===== src/rtl/data_ram_ws_if.sv =====
// Data-bus request/response bundle between the MCU core (master) and the data RAM (slave).
interface data_ram_ws_if;
    logic        req;
    logic        we;
    logic [31:0] addr;
    logic [31:0] wData;
    logic [2:0]  func3;
    logic [31:0] rData;
    logic        ready;
    logic        err;

    modport master (
        output req, we, addr, wData, func3,
        input  rData, ready, err
    );

    modport slave (
        input  req, we, addr, wData, func3,
        output rData, ready, err
    );
endinterface


===== src/rtl/data_ram_ws.sv =====
// Word-organised data RAM with programmable wait states, own address-window decode,
// byte/half/word store masking and load extension; bad accesses get a one-cycle err.
module data_ram_ws #(
    parameter int          DEPTH_WORDS = 64,
    parameter int          WAIT_CYCLES = 1,
    parameter logic [31:0] BASE_ADDR   = 32'h1000_0000
) (
    input  logic          clk,
    input  logic          reset,
    data_ram_ws_if.slave  bus
);

    localparam int          AW        = $clog2(DEPTH_WORDS);
    localparam logic [31:0] WIN_BYTES = 32'(4 * DEPTH_WORDS);
    localparam logic [3:0]  CNT_LAST  = (WAIT_CYCLES == 0) ? 4'd0 : 4'(WAIT_CYCLES - 1);

    typedef enum logic [1:0] {S_IDLE, S_WAIT, S_RESP} state_t;

    function automatic logic access_bad(input logic we, input logic [2:0] f3,
                                        input logic [1:0] lane);
        logic legal;
        logic misal;
        if (we) legal = (f3 == 3'b000) || (f3 == 3'b001) || (f3 == 3'b010);
        else    legal = (f3 == 3'b000) || (f3 == 3'b001) || (f3 == 3'b010) ||
                        (f3 == 3'b100) || (f3 == 3'b101);
        misal = ((f3[1:0] == 2'b01) && lane[0]) || ((f3[1:0] == 2'b10) && (lane != 2'b00));
        return !legal || misal;
    endfunction

    function automatic logic [31:0] load_ext(input logic [31:0] w, input logic [2:0] f3,
                                             input logic [1:0] lane);
        logic [7:0]  b;
        logic [15:0] h;
        b = w[8*lane +: 8];
        h = lane[1] ? w[31:16] : w[15:0];
        case (f3)
            3'b000:  return {{24{b[7]}}, b};
            3'b001:  return {{16{h[15]}}, h};
            3'b100:  return {24'd0, b};
            3'b101:  return {16'd0, h};
            default: return w;
        endcase
    endfunction

    function automatic logic [3:0] store_be(input logic [1:0] size, input logic [1:0] lane);
        case (size)
            2'b00:   return 4'b0001 << lane;
            2'b01:   return lane[1] ? 4'b1100 : 4'b0011;
            default: return 4'b1111;
        endcase
    endfunction

    function automatic logic [31:0] store_data(input logic [1:0] size, input logic [31:0] wd);
        case (size)
            2'b00:   return {4{wd[7:0]}};
            2'b01:   return {2{wd[15:0]}};
            default: return wd;
        endcase
    endfunction

    logic [31:0]   mem_q [DEPTH_WORDS];

    state_t        state_q;
    logic [3:0]    cnt_q;
    logic          ready_q;
    logic          err_q;
    logic [31:0]   rdata_q;
    logic          we_q;
    logic [2:0]    func3_q;
    logic [1:0]    lane_q;
    logic [AW-1:0] idx_q;
    logic [31:0]   wdata_q;
    logic          bad_q;

    logic [31:0]   off_d;
    logic [AW-1:0] idx_d;
    logic          bad_d;
    logic [3:0]    be_d;
    logic [31:0]   wr_d;

    // Decode of the live request; only meaningful while IDLE sees req.
    always_comb begin
        off_d = bus.addr - BASE_ADDR;
        idx_d = off_d[AW+1:2];
        bad_d = access_bad(bus.we, bus.func3, bus.addr[1:0]) || (off_d >= WIN_BYTES);
        be_d  = store_be(func3_q[1:0], lane_q);
        wr_d  = store_data(func3_q[1:0], wdata_q);
    end

    always_ff @(posedge clk) begin
        if (reset) begin
            state_q <= S_IDLE;
            cnt_q   <= 4'd0;
            ready_q <= 1'b0;
            err_q   <= 1'b0;
            rdata_q <= 32'd0;
        end else begin
            ready_q <= 1'b0;
            err_q   <= 1'b0;
            rdata_q <= 32'd0;
            case (state_q)
                S_IDLE: begin
                    if (bus.req) begin
                        we_q    <= bus.we;
                        func3_q <= bus.func3;
                        lane_q  <= bus.addr[1:0];
                        idx_q   <= idx_d;
                        wdata_q <= bus.wData;
                        bad_q   <= bad_d;
                        if (bad_d) begin
                            state_q <= S_RESP;
                            ready_q <= 1'b1;
                            err_q   <= 1'b1;
                        end else if (WAIT_CYCLES == 0) begin
                            state_q <= S_RESP;
                            ready_q <= 1'b1;
                            rdata_q <= bus.we ? 32'd0
                                              : load_ext(mem_q[idx_d], bus.func3, bus.addr[1:0]);
                        end else begin
                            state_q <= S_WAIT;
                            cnt_q   <= 4'd0;
                        end
                    end
                end
                S_WAIT: begin
                    cnt_q <= cnt_q + 4'd1;
                    if (cnt_q == CNT_LAST) begin
                        state_q <= S_RESP;
                        ready_q <= 1'b1;
                        rdata_q <= we_q ? 32'd0 : load_ext(mem_q[idx_q], func3_q, lane_q);
                    end
                end
                S_RESP:  state_q <= S_IDLE;
                default: state_q <= S_IDLE;
            endcase
        end
    end

    // Store commits on the edge that ends RESP, so a reset there still aborts it.
    always_ff @(posedge clk) begin
        if (!reset && (state_q == S_RESP) && we_q && !bad_q) begin
            for (int b = 0; b < 4; b++) begin
                if (be_d[b]) mem_q[idx_q][8*b +: 8] <= wr_d[8*b +: 8];
            end
        end
    end

    assign bus.ready = ready_q;
    assign bus.err   = err_q;
    assign bus.rData = rdata_q;

endmodule

===== src/flat_wrapper.sv =====
// flat-port wrapper written by rule: the top's interface ports become plain ports
module data_ram_ws_flat 
#(
    parameter int          DEPTH_WORDS = 64,
    parameter int          WAIT_CYCLES = 1,
    parameter logic [31:0] BASE_ADDR   = 32'h1000_0000
)
  (clk, reset, bus_req, bus_we, bus_addr, bus_wData, bus_func3, bus_rData, bus_ready, bus_err);
  data_ram_ws_if bus_i ();
  input  logic clk;
  input  logic reset;
  input wire logic [$bits(bus_i.req)-1:0] bus_req;
  input wire logic [$bits(bus_i.we)-1:0] bus_we;
  input wire logic [$bits(bus_i.addr)-1:0] bus_addr;
  input wire logic [$bits(bus_i.wData)-1:0] bus_wData;
  input wire logic [$bits(bus_i.func3)-1:0] bus_func3;
  output wire logic [$bits(bus_i.rData)-1:0] bus_rData;
  output wire logic [$bits(bus_i.ready)-1:0] bus_ready;
  output wire logic [$bits(bus_i.err)-1:0] bus_err;
  assign bus_i.req = bus_req;
  assign bus_i.we = bus_we;
  assign bus_i.addr = bus_addr;
  assign bus_i.wData = bus_wData;
  assign bus_i.func3 = bus_func3;
  assign bus_rData = bus_i.rData;
  assign bus_ready = bus_i.ready;
  assign bus_err = bus_i.err;
  data_ram_ws #(.DEPTH_WORDS(DEPTH_WORDS), .WAIT_CYCLES(WAIT_CYCLES), .BASE_ADDR(BASE_ADDR)) u_core (.clk(clk), .reset(reset), .bus(bus_i));
endmodule

===== config.mk =====
export PLATFORM = sky130hd
export DESIGN_NAME = data_ram_ws_flat
export DESIGN_NICKNAME = d
export VERILOG_FILES = /design/src/rtl/data_ram_ws_if.sv /design/src/rtl/data_ram_ws.sv /design/src/flat_wrapper.sv
export SDC_FILE = /design/constraint.sdc
export NUM_CORES = 2
export LEC_CHECK = 0
export ABC_AREA = 1
export CAP_MARGIN = 10
export CELL_PAD_IN_SITES_DETAIL_PLACEMENT = 1
export CELL_PAD_IN_SITES_GLOBAL_PLACEMENT = 1
export CORE_MARGIN = 4
export CORE_UTILIZATION = 47
export CTS_CLUSTER_DIAMETER = 50
export DETAILED_ROUTE_END_ITERATION = 7
export PLACE_DENSITY_LB_ADDON = 0.1
export SLEW_MARGIN = 0
export SYNTH_ARGS = -nofsm -noshare
export SYNTH_HDL_FRONTEND = slang
export SYNTH_SLANG_ARGS = --single-unit

===== constraint.sdc =====
create_clock -name clk -period 4.2 [get_ports clk]
set_input_delay 1.05 -clock clk [delete_from_list [all_inputs] [get_ports clk]]
set_output_delay 1.05 -clock clk [all_outputs]
set_load 0.01 [all_outputs]

==> run summary <==
Tot Pwr - 46.9 mW
async set or reset register ratio after synthesis - 0
multiplexer share of the synthesized area - 0
register area - 0.0638 sq mm
GRT Total Usage - 0.295
Yosys reg bits - 2139
Slew @ Worst Pin - 1.23 ns
Min-Delay Path Class - flip-flop to flip-flop
Fillers - 18107
starting density of the core - 0.473
largest net degree at the start of global routing - 146
slowest CP cell - dfxtp_4
CP arrival - 4.41 ns
area of the multi-input gates - 0.0193 sq mm
Max-Cap Viols - 0
Startpoint Class - flip-flop
Initial DRC Count - 7098
dpl cell area - 0.0912 sq mm
I/O pin cnt - 105
Worst VDD drop - 0.000524 V
Final setup violation count - 0
most numerous cell in the Yosys netlist - edfxtp_1
register share of total power - 0.501
max incr delay on CP - 0.51 ns
post-synth top area share - 0.734
first-pass GRT wire length - 412 mm
H-tree Lvls - 4
remaining antenna violation count - 0
pre-CTS setup slack - 0.618 ns
WS Path Type - flip-flop to flip-flop
core footprint - 0.181 sq mm
Power Density - 477 mW/mm^2
DR WL met3 - 24.1 mm
Vias - 59341
DR WL/cell - 29.1 microns
synth-to-layout area growth - 15.0%
Post-CTS Setup Inserts - 0
status - complete, no violations
utilization after layout - 0.545
sequential area share after synthesis - 0.745
clk buf depth - 3
synth top area cells - edfxtp_1 73%, nor2_1 5.2%, o21ai_0 4.9%
DIE WIDTH - 435 microns
Placer Congestion - 0.886
row cnt - 156
Post-synth EDFFs - 2093
Sw Ratio - 0.240
Clock Tree Root - clkbuf_16
CP Cell Sequence - clkinv_16 -> buf_4 -> nand2_1 -> nand3_1 -> nand3_1 -> nand3_1 -> nand3_1 -> nand3_1 -> nand2_1 -> nand2_1 -> nand3_1 -> nand2_1 -> nand2_2 -> nand3_1 -> nand2_1 -> inv_1
non-filler cells, final - 9796
initial antenna violation count - 31
synth unique cells - 35
CP Max Fanout - 107
Skew-Pair Late Insertion Delay - 0.88 ns
gr ovfl total - 0
Static Leak - 33.0 nW
Synth Net Count - 6993
CTS tree - yes
setup TNS - 0 ns
Post-Synth Simple-Gate Area - 0.136
drt first pass iters - 7
Resize count post-CTS - 0
Gate power share - 0.080
met2 wire len - 131 mm
Post-Synth XOR/XNOR Area - 0
Top Metal Used - met5
die area - 0.189 sq mm
HP Start - u_core.cnt_q[3]
minimum clock period - 3.65 ns
wl on met1 - 116 mm
Syn. warnings - 0
vias in the first global route - 60222
critical path endpoint category - flip-flop
Post-Place Cells - 9356
RSZ-0062 raised after global routing - no
worst hold slack - 0.508 ns
ys flop type - edfxtp_1
Synth Area in Adders - 0.000292
hold buffer count at cts - 0
cell mode on critical path - nand3_1
NetSw - 11.3 mW
WP data required - 4.96 ns
Synth Area in Compound Gates - 0.0882
die height - 435 microns
Mapped Area - 0.0857 sq mm
detailed placement HPWL - 172 mm
Slew Viols, Final - 0
clk sink count - 2139
Synth top cells by count - 2093 x edfxtp_1, 1179 x nor2_1, 930 x nand2_1
layout cells sized above 1 - 0.110
Total Nets Final - 7287
Tcrit/Tclk final - 0.870
CTS buffer count - 226
Hold Fails Final Rpt - 0
final worst slack - 0.546 ns
largest family of logic cells by synthesized area - simple AND/OR/NAND/NOR gates
skew final - 0.0412 ns
Clock power frac - 0.419
Reg clk slew, reported paths - 0.06 ns
cell area after layout - 0.0985 sq mm
fmax - 0.274 GHz
post-synth top area cell - edfxtp_1
I/O Buffers - 104
# DRC - 0
internal power - 35.7 mW
Post-Synthesis Cells - 6920
Slew HR - 0.183
syn avg cell area - 12.4 sq um
final wirelength - 285 mm
vias per cell - 6.06
## power by group through the flow
stage                     sequential (mW)  clock (mW)  combinational, mW
final                                23.5        19.7               3.74
after global routing                 23.5        20.9               4.04
after CTS                            23.5        19.9               3.72
after detailed placement             24.0           0               3.69
after global placement               24.0           0               3.60
after floorplan                      24.0           0               2.18
## cells by family (layout without fill, tap and decap cells)
kind of cell | after synthesis | after routing
AOI/OAI and AO/OA | 1389 | 1389
DFF | 2139 | 2139
adders and majority gates | 2 | 2
buffers and inverters | 544 | 1030
other | 0 | 20
and+or+nand+nor | 2846 | 2846
## cells in the final DEF (no fill, tap or decap), types with 3 or more instances in the layout
master,synthesis,layout
nand2_2,2,13
clkinv_16,0,3
clkbuf_16,0,231
bufinv_16,0,19
clkinv_1,3,57
nor4_1,4,4
clkinv_4,0,3
nor2_1,1179,1178
a21oi_1,18,18
edfxtp_1,2093,2093
o211ai_1,9,9
inv_1,54,52
buf_4,53,409
o21ai_4,0,9
inv_6,1,9
clkinv_2,0,47
o21ai_1,80,79
clkinvlp_4,0,13
clkbuf_1,210,37
buf_12,0,37
diode_2,0,20
nand3_1,706,706
o22ai_1,443,443
dfxtp_1,46,40
o21ai_0,833,825
clkdlybuf4s50_1,0,104
dfxtp_4,0,5
nand2_1,930,919
nor3_1,19,19
## state kept, by name, summed over array words and instances (netlist names), named ones only
| register | cells |
|---|---|
| u_core.bad_q | 1 |
| u_core.func3_q | 3 |
| u_core.cnt_q | 4 |
| u_core.bus.err | 1 |
| u_core.we_q | 1 |
| u_core.bus.rData | 32 |
| u_core.mem_q | 2048 |
| u_core.lane_q | 2 |
| u_core.bus.ready | 1 |
| u_core.idx_q | 6 |
| u_core.state_q | 2 |
| u_core.wdata_q | 32 |
## path summary, 6_finish.rpt
kind | end | slack (ns) | cells after the start
worst max-delay path | u_core.bus.rData[25] | 0.55 | 16
worst min-delay path | u_core.cnt_q[3] | 0.51 | 2
worst max register to register | u_core.bus.rData[25] | 0.55 | 16
worst min register to register | u_core.cnt_q[3] | 0.51 | 2
## worst max-delay path, delay by kind of cell (launching register included)
kind	cells	cell delay, ns
and+or+nand+nor	13	2.13
buffers and inverters	3	0.80
DFF	1	0.51
## routing by layer
layer | global-route usage | vias to the layer above
met2 | 0.459 | 2474
met5 | 0 | -
met3 | 0.0652 | 556
li1 | - | 25840
met1 | 0.398 | 30455
met4 | 0.136 | 16
## area by class of cell
cell class	instances	area share
Sequential cell	2139	0.647
Multi-Input combinational cell	4237	0.196
Clock buffer	270	0.0604
Timing Repair Buffer	550	0.0492
Tap cell	2370	0.0301
Clock inverter	150	0.0133
Inverter	60	0.00284
Antenna cell	20	0.000508
Power figures use the tool's default switching activity.
